<file path="src/rtl/alu_multicycle.sv">
// rtl/alu_multicycle.sv - multi-cycle ALU with shift-add multiplier and valid/ready handshakes
module alu_multicycle #(
  parameter int WIDTH   = 32,
  parameter int MUL_BPC = 1
) (
  input  logic             clk_i,
  input  logic             rst_i,
  input  logic             valid_i,
  output logic             ready_o,
  input  logic [WIDTH-1:0] data1_i,
  input  logic [WIDTH-1:0] data2_i,
  input  logic [2:0]       ALUCtrl_i,
  output logic             valid_o,
  input  logic             ready_i,
  output logic [WIDTH-1:0] data_o,
  output logic             Zero_o,
  output logic             Ovf_o,
  output logic             Err_o
);

  // Multiplier retires MUL_BPC bits per step; STEPS steps complete one product.
  localparam int STEPS = WIDTH / MUL_BPC;
  localparam int CNT_W = $clog2(STEPS + 1);
  localparam logic [CNT_W-1:0] LAST_STEP = CNT_W'(STEPS - 1);

  localparam logic [2:0] OP_AND = 3'b000;
  localparam logic [2:0] OP_OR  = 3'b001;
  localparam logic [2:0] OP_ADD = 3'b010;
  localparam logic [2:0] OP_MUL = 3'b011;
  localparam logic [2:0] OP_XOR = 3'b100;
  localparam logic [2:0] OP_RSV = 3'b101;
  localparam logic [2:0] OP_SUB = 3'b110;
  localparam logic [2:0] OP_SLT = 3'b111;

  typedef enum logic [1:0] {
    S_IDLE = 2'd0,
    S_MUL  = 2'd1,
    S_DONE = 2'd2
  } state_e;

  state_e state_q, state_d;

  logic [WIDTH-1:0] a_q, a_d;        // multiplicand, shifted left each step
  logic [WIDTH-1:0] b_q, b_d;        // multiplier, shifted right each step
  logic [WIDTH-1:0] acc_q, acc_d;    // running partial product
  logic [CNT_W-1:0] cnt_q, cnt_d;    // steps completed
  logic [WIDTH-1:0] data_q, data_d;
  logic             ovf_q, ovf_d;
  logic             err_q, err_d;

  logic [WIDTH-1:0] alu_res;
  logic             alu_ovf;
  logic             alu_err;
  logic [WIDTH-1:0] sum_w;
  logic [WIDTH-1:0] diff_w;
  logic             slt_w;
  logic [WIDTH-1:0] step_sum;

  logic accept;
  logic is_mul;
  logic last_step;

  assign accept    = valid_i && (state_q == S_IDLE);
  assign is_mul    = (ALUCtrl_i == OP_MUL);
  assign last_step = (cnt_q == LAST_STEP);

  // State register; reset forces IDLE and aborts any operation in flight.
  always_ff @(posedge clk_i or negedge rst_i) begin
    if (!rst_i) begin
      state_q <= S_IDLE;
    end else begin
      state_q <= state_d;
    end
  end

  // Next-state logic: MUL takes the iterative path, everything else goes straight to DONE.
  always_comb begin
    state_d = state_q;
    case (state_q)
      S_IDLE: begin
        if (valid_i) begin
          state_d = is_mul ? S_MUL : S_DONE;
        end
      end
      S_MUL: begin
        if (last_step) begin
          state_d = S_DONE;
        end
      end
      S_DONE: begin
        if (ready_i) begin
          state_d = S_IDLE;
        end
      end
      default: state_d = S_IDLE;
    endcase
  end

  // Handshake outputs decoded from the state alone.
  always_comb begin
    ready_o = 1'b0;
    valid_o = 1'b0;
    case (state_q)
      S_IDLE:  ready_o = 1'b1;
      S_DONE:  valid_o = 1'b1;
      default: begin
        ready_o = 1'b0;
        valid_o = 1'b0;
      end
    endcase
  end

  // Single-cycle ALU evaluated straight from the request operands.
  always_comb begin
    sum_w   = data1_i + data2_i;
    diff_w  = data1_i - data2_i;
    slt_w   = $signed(data1_i) < $signed(data2_i);
    alu_res = '0;
    alu_ovf = 1'b0;
    alu_err = 1'b0;
    case (ALUCtrl_i)
      OP_AND: alu_res = data1_i & data2_i;
      OP_OR:  alu_res = data1_i | data2_i;
      OP_XOR: alu_res = data1_i ^ data2_i;
      OP_ADD: begin
        alu_res = sum_w;
        // Like-signed operands producing an opposite-signed sum overflowed.
        alu_ovf = (data1_i[WIDTH-1] == data2_i[WIDTH-1]) &&
                  (sum_w[WIDTH-1] != data1_i[WIDTH-1]);
      end
      OP_SUB: begin
        alu_res = diff_w;
        // Unlike-signed operands whose difference takes the subtrahend's sign overflowed.
        alu_ovf = (data1_i[WIDTH-1] != data2_i[WIDTH-1]) &&
                  (diff_w[WIDTH-1] != data1_i[WIDTH-1]);
      end
      OP_SLT: alu_res = {{(WIDTH-1){1'b0}}, slt_w};
      OP_RSV: alu_err = 1'b1;
      default: alu_res = '0;
    endcase
  end

  // One shift-add step: add the multiplicand for each set multiplier bit in this slice.
  always_comb begin
    step_sum = acc_q;
    for (int j = 0; j < MUL_BPC; j++) begin
      if (b_q[j]) begin
        step_sum = step_sum + (a_q << j);
      end
    end
  end

  // Datapath next-state: capture on accept, iterate in MUL, hold the result in DONE.
  always_comb begin
    a_d    = a_q;
    b_d    = b_q;
    acc_d  = acc_q;
    cnt_d  = cnt_q;
    data_d = data_q;
    ovf_d  = ovf_q;
    err_d  = err_q;
    case (state_q)
      S_IDLE: begin
        if (accept) begin
          if (is_mul) begin
            a_d   = data1_i;
            b_d   = data2_i;
            acc_d = '0;
            cnt_d = '0;
          end else begin
            data_d = alu_res;
            ovf_d  = alu_ovf;
            err_d  = alu_err;
          end
        end
      end
      S_MUL: begin
        acc_d = step_sum;
        a_d   = a_q << MUL_BPC;
        b_d   = b_q >> MUL_BPC;
        cnt_d = cnt_q + CNT_W'(1);
        if (last_step) begin
          data_d = step_sum;
          ovf_d  = 1'b0;
          err_d  = 1'b0;
        end
      end
      default: begin
        data_d = data_q;
      end
    endcase
  end

  // Datapath registers; reset clears the result so Zero_o reads 1.
  always_ff @(posedge clk_i or negedge rst_i) begin
    if (!rst_i) begin
      a_q    <= '0;
      b_q    <= '0;
      acc_q  <= '0;
      cnt_q  <= '0;
      data_q <= '0;
      ovf_q  <= 1'b0;
      err_q  <= 1'b0;
    end else begin
      a_q    <= a_d;
      b_q    <= b_d;
      acc_q  <= acc_d;
      cnt_q  <= cnt_d;
      data_q <= data_d;
      ovf_q  <= ovf_d;
      err_q  <= err_d;
    end
  end

  assign data_o = data_q;
  assign Zero_o = (data_q == '0);
  assign Ovf_o  = ovf_q;
  assign Err_o  = err_q;

endmodule

</file>
<file path="config.mk">
export PLATFORM = sky130hd
export DESIGN_NAME = alu_multicycle
export DESIGN_NICKNAME = d
export VERILOG_FILES = /design/src/rtl/alu_multicycle.sv
export SDC_FILE = /design/constraint.sdc
export NUM_CORES = 1
export LEC_CHECK = 0
export CAP_MARGIN = 20
export CORE_ASPECT_RATIO = 1.5
export CORE_UTILIZATION = 60
export CTS_CLUSTER_SIZE = 24
export DETAILED_ROUTE_END_ITERATION = 7
export GPL_TIMING_DRIVEN = 0
export HOLD_SLACK_MARGIN = 0.15
export PLACE_DENSITY = 0.82
export SLEW_MARGIN = 10
export SYNTH_ARGS = -nofsm -noshare
export SYNTH_HDL_FRONTEND = slang
export SYNTH_SLANG_ARGS = --single-unit
</file>
<file path="constraint.sdc">
create_clock -name clk_i -period 5.65 [get_ports clk_i]
set_input_delay 1.4125 -clock clk_i [delete_from_list [all_inputs] [get_ports clk_i]]
set_output_delay 1.4125 -clock clk_i [all_outputs]
set_load 0.05 [all_outputs]
</file>
==> metrics.md <==
| Metric | Value |
|---|---|
| Seq cells post-synth | 138 |
| Gr usage total | 45.3% |
| Drt pass-1 iters | 6 |
| Num Clock Sinks | 138 |
| Die height | approximately 180 µm |
| Syn Nets | 1,920 |
| Status | finished, final reports clean |
| Skew-Pair Late Insertion Delay | 0.45 ns |
| NumNets Final | between 2,000 and 2,500 |
| Synth top area share | 26.2% |
| Gr ovfl total | 0 |
| Final GP Congestion | 1.01 |
| Vias per Instance | 6.64 |
| # resized after CTS | 0 |
| Measured slew at the worst slew-check pin | between 1 and 1.5 ns |
| Share of cells above drive strength 1 | under 10% |
| Die span in x | 123 µm |
| Core area | 21,600 µm² |
| Clock share of power | ~17% |
| Pre-CTS setup slack | 0.0558 ns |
| Period minus WS final | 5.33 ns |
| Initial Util | around three fifths |
| Post-DP Area | 14,600 µm² |
| Net Sw Frac | between 40 and 50% |
| Commonest cells after routing, fill and taps aside | nand2_1 (231), nor2_1 (184), dfrtp_1 (138) |
| Worst Setup End Kind | register |
| CTS tree | done |
| Ys async rst share | 100% |
| Fillers | 1,802 |
| Seq/Total Area, Yosys | about a quarter |
| Max cap viols | 0 |
| Num CTS Buffers | 17 |
| Clk root buf | clkbuf_16 |
| Antenna violations before repair | 0 |
| Vias in the first global route | 13,600 |
| Internal power | 3700 µW |
| Final Max Tran Viols | 0 |
| RSZ-0062 raised after global routing | no |
| Mapped Area | 13,200 µm² |
| Post-CTS Hold Buffers | 0 |
| Distinct cells, synth | 90 |
| Largest net degree at the start of global routing | 83 |
| Final Total Pwr | 7060 µW |
| Kind of critical path | in2reg |
| Max Fclk | 188 MHz |
| First-pass GRT wire length | 75,700 µm |
| Area grow syn2layout | 15.5% |
| Final setup skew | 0.0127 ns |
| Area contributors post-synth | dfrtp_1 (26%), ha_1 (13%), nand2_1 (6.6%) |
| Critical path arrival | ~5.7 ns |
| CP Launch Type | input port |
| Drt drc | 0 |
| Post-DRT Antenna Nets | 0 |
| Worst rel slew slack | 27.6% |
| Final worst slack | 0.324 ns |
| Worst Hold Class | reg2reg |
| Crit path required time | 5.99 ns |
| Clk buf depth | 2 |
| Final setup viols | 0 |
| Ant. Diodes | 0 |
| Worst vdd ir | 0.233 mV |
| Row count | 66 |
| H-tree depth | 4 |
| Post-Syn Instances | 1,712 |
| Final hold vios | 0 |
| Initial DRC count | approximately 1,500 |
| Number of port buffers | about 110 |
| Reg power frac | 26.0% |
| Crit share post-route | 94.3% |
| Main synth FF type | dfrtp_1 |
| Logic pwr share | between 50% and 60% |
| Hold WS | 0.507 ns |
| Post-route cell area | 15,200 µm² |
| DRT Wirelength | 50,000 µm |
| Synth area leader | dfrtp_1 |
| Ports | 108 |
| Commonest non-fill, non-tap cell in the layout | nand2_1 |
| Ys Warns | 0 |
| Static leakage | approximately 0.007 µW |
| Final HPWL DP | 39,100 µm |
| # Post-CTS Setup Buffers | 0 |
| Pwr per Cell Area | 464 nW/µm² |
| Worst-path clk slew | 0.07 ns |
| Mapped Avg Cell Area | ~7.7 µm² |
| Routed via count | 14,100 |
| Die area | 22,600 µm² |
| NetSw | approximately 3400 µW |
| Routed WL per cell | 23.6 µm |
| Crit Path Max Fanout | 4 |
| Post-synth EDFFs | 0 |
path summary, 6_finish.rpt:
| path | from | endpoint | slack [ns] | depth (start not counted) |
|---|---|---|---|---|
| max | data2_i[0] | data_o[30] | 0.32 | 15 |
| min | acc_q[17] | acc_q[17] | 0.51 | 2 |
| max reg2reg | a_q[0] | data_o[18] | 2.07 | 12 |
| min reg2reg | acc_q[17] | acc_q[17] | 0.51 | 2 |
| max in group asynchronous | rst_i | data_o[5] | 3.89 | 2 |
| min in group asynchronous | rst_i | a_q[23] | 0.92 | 1 |
final cells by class:
| class | instances | area, µm² | area share [%] |
|---|---|---|---|
| multi-input combinational | 1352 | 8850 | 58.2 |
| sequential | 138 | 3450 | 22.7 |
| timing repair buffer | 107 | 1090 | 7.16 |
| inverter | 116 | 435 | 2.86 |
| buffer | 106 | 433 | 2.85 |
| clock buffer | 17 | 425 | 2.80 |
| tap | 272 | 340 | 2.24 |
| clock inverter | 14 | 188 | 1.23 |
power by group through the flow:
stage | Combinational (µW) | Sequential (µW) | Clock, µW
after floorplan | 2540 | 2040 | 0
after global placement | 3800 | 1810 | 0
after detailed placement | 3900 | 1830 | 0
after CTS | 3940 | 1820 | 1200
after global routing | 4340 | 1880 | 1230
final | 4010 | 1840 | 1210
sequential cells by signal, summed over array words and instances, names as in the netlist:
register / flops
a_q: 32
b_q: 32
Err_o: 1
cnt_q: 6
acc_q: 32
state_q: 2
Ovf_o: 1
data_o: 32
metrics by stage:
stage	TNS, ns	cells	utilization (%)
after CTS	0	2122	70.3
after floorplan	0	1712	-
after detailed placement	0	2091	67.5
after global placement	-325.19	2090	67.4
after global routing	0	2122	70.3
final	0	2122	70.3
Yosys cell counts (18+ instances only):
cell type  instances
a21o_1            48
a21oi_1          135
a31oi_1           97
clkbuf_1          85
dfrtp_1          138
ha_1             134
inv_1            113
mux2i_1           41
nand2_1          231
nand3_1           18
nor2_1           184
nor3_1            24
o21ai_0           85
xnor2_1           42
critical path, cell delays in order:
cell,delay [ns]
clkdlybuf4s50_1,0.62
ha_1,0.34
inv_1,0.08
fa_1,0.37
nand2b_1,0.20
a21oi_1,0.24
nor4_1,0.12
o21ai_1,0.60
a21oi_1,0.29
o41ai_2,0.39
a211o_1,0.18
o21ai_1,0.10
mux2i_1,0.18
o221ai_1,0.16
a221o_1,0.36
per-layer routing:
metal	up-vias	wire, µm	global-route usage [%]
met5	-	0	0
met3	245	4080	8.62
met4	0	3840	32.0
li1	6359	-	-
met1	6680	18700	52.8
met2	803	23400	74.0
logic make-up (layout without fill, tap and decap cells):
| logic type | after synthesis | in the layout | share of synthesized area [%] |
|---|---|---|---|
| flip-flops | 138 | 138 | 26.2 |
| AO/OA/AOI/OAI | 547 | 547 | 27.5 |
| AND/OR/NAND/NOR | 566 | 566 | 19.1 |
| XOR/XNOR | 54 | 54 | 3.59 |
| buffers and inverters | 222 | 360 | 6.59 |
| adder cells (fa/ha/maj) | 137 | 137 | 13.2 |
| multiplexers | 48 | 48 | 3.80 |
Power figures use the tool's default switching activity.
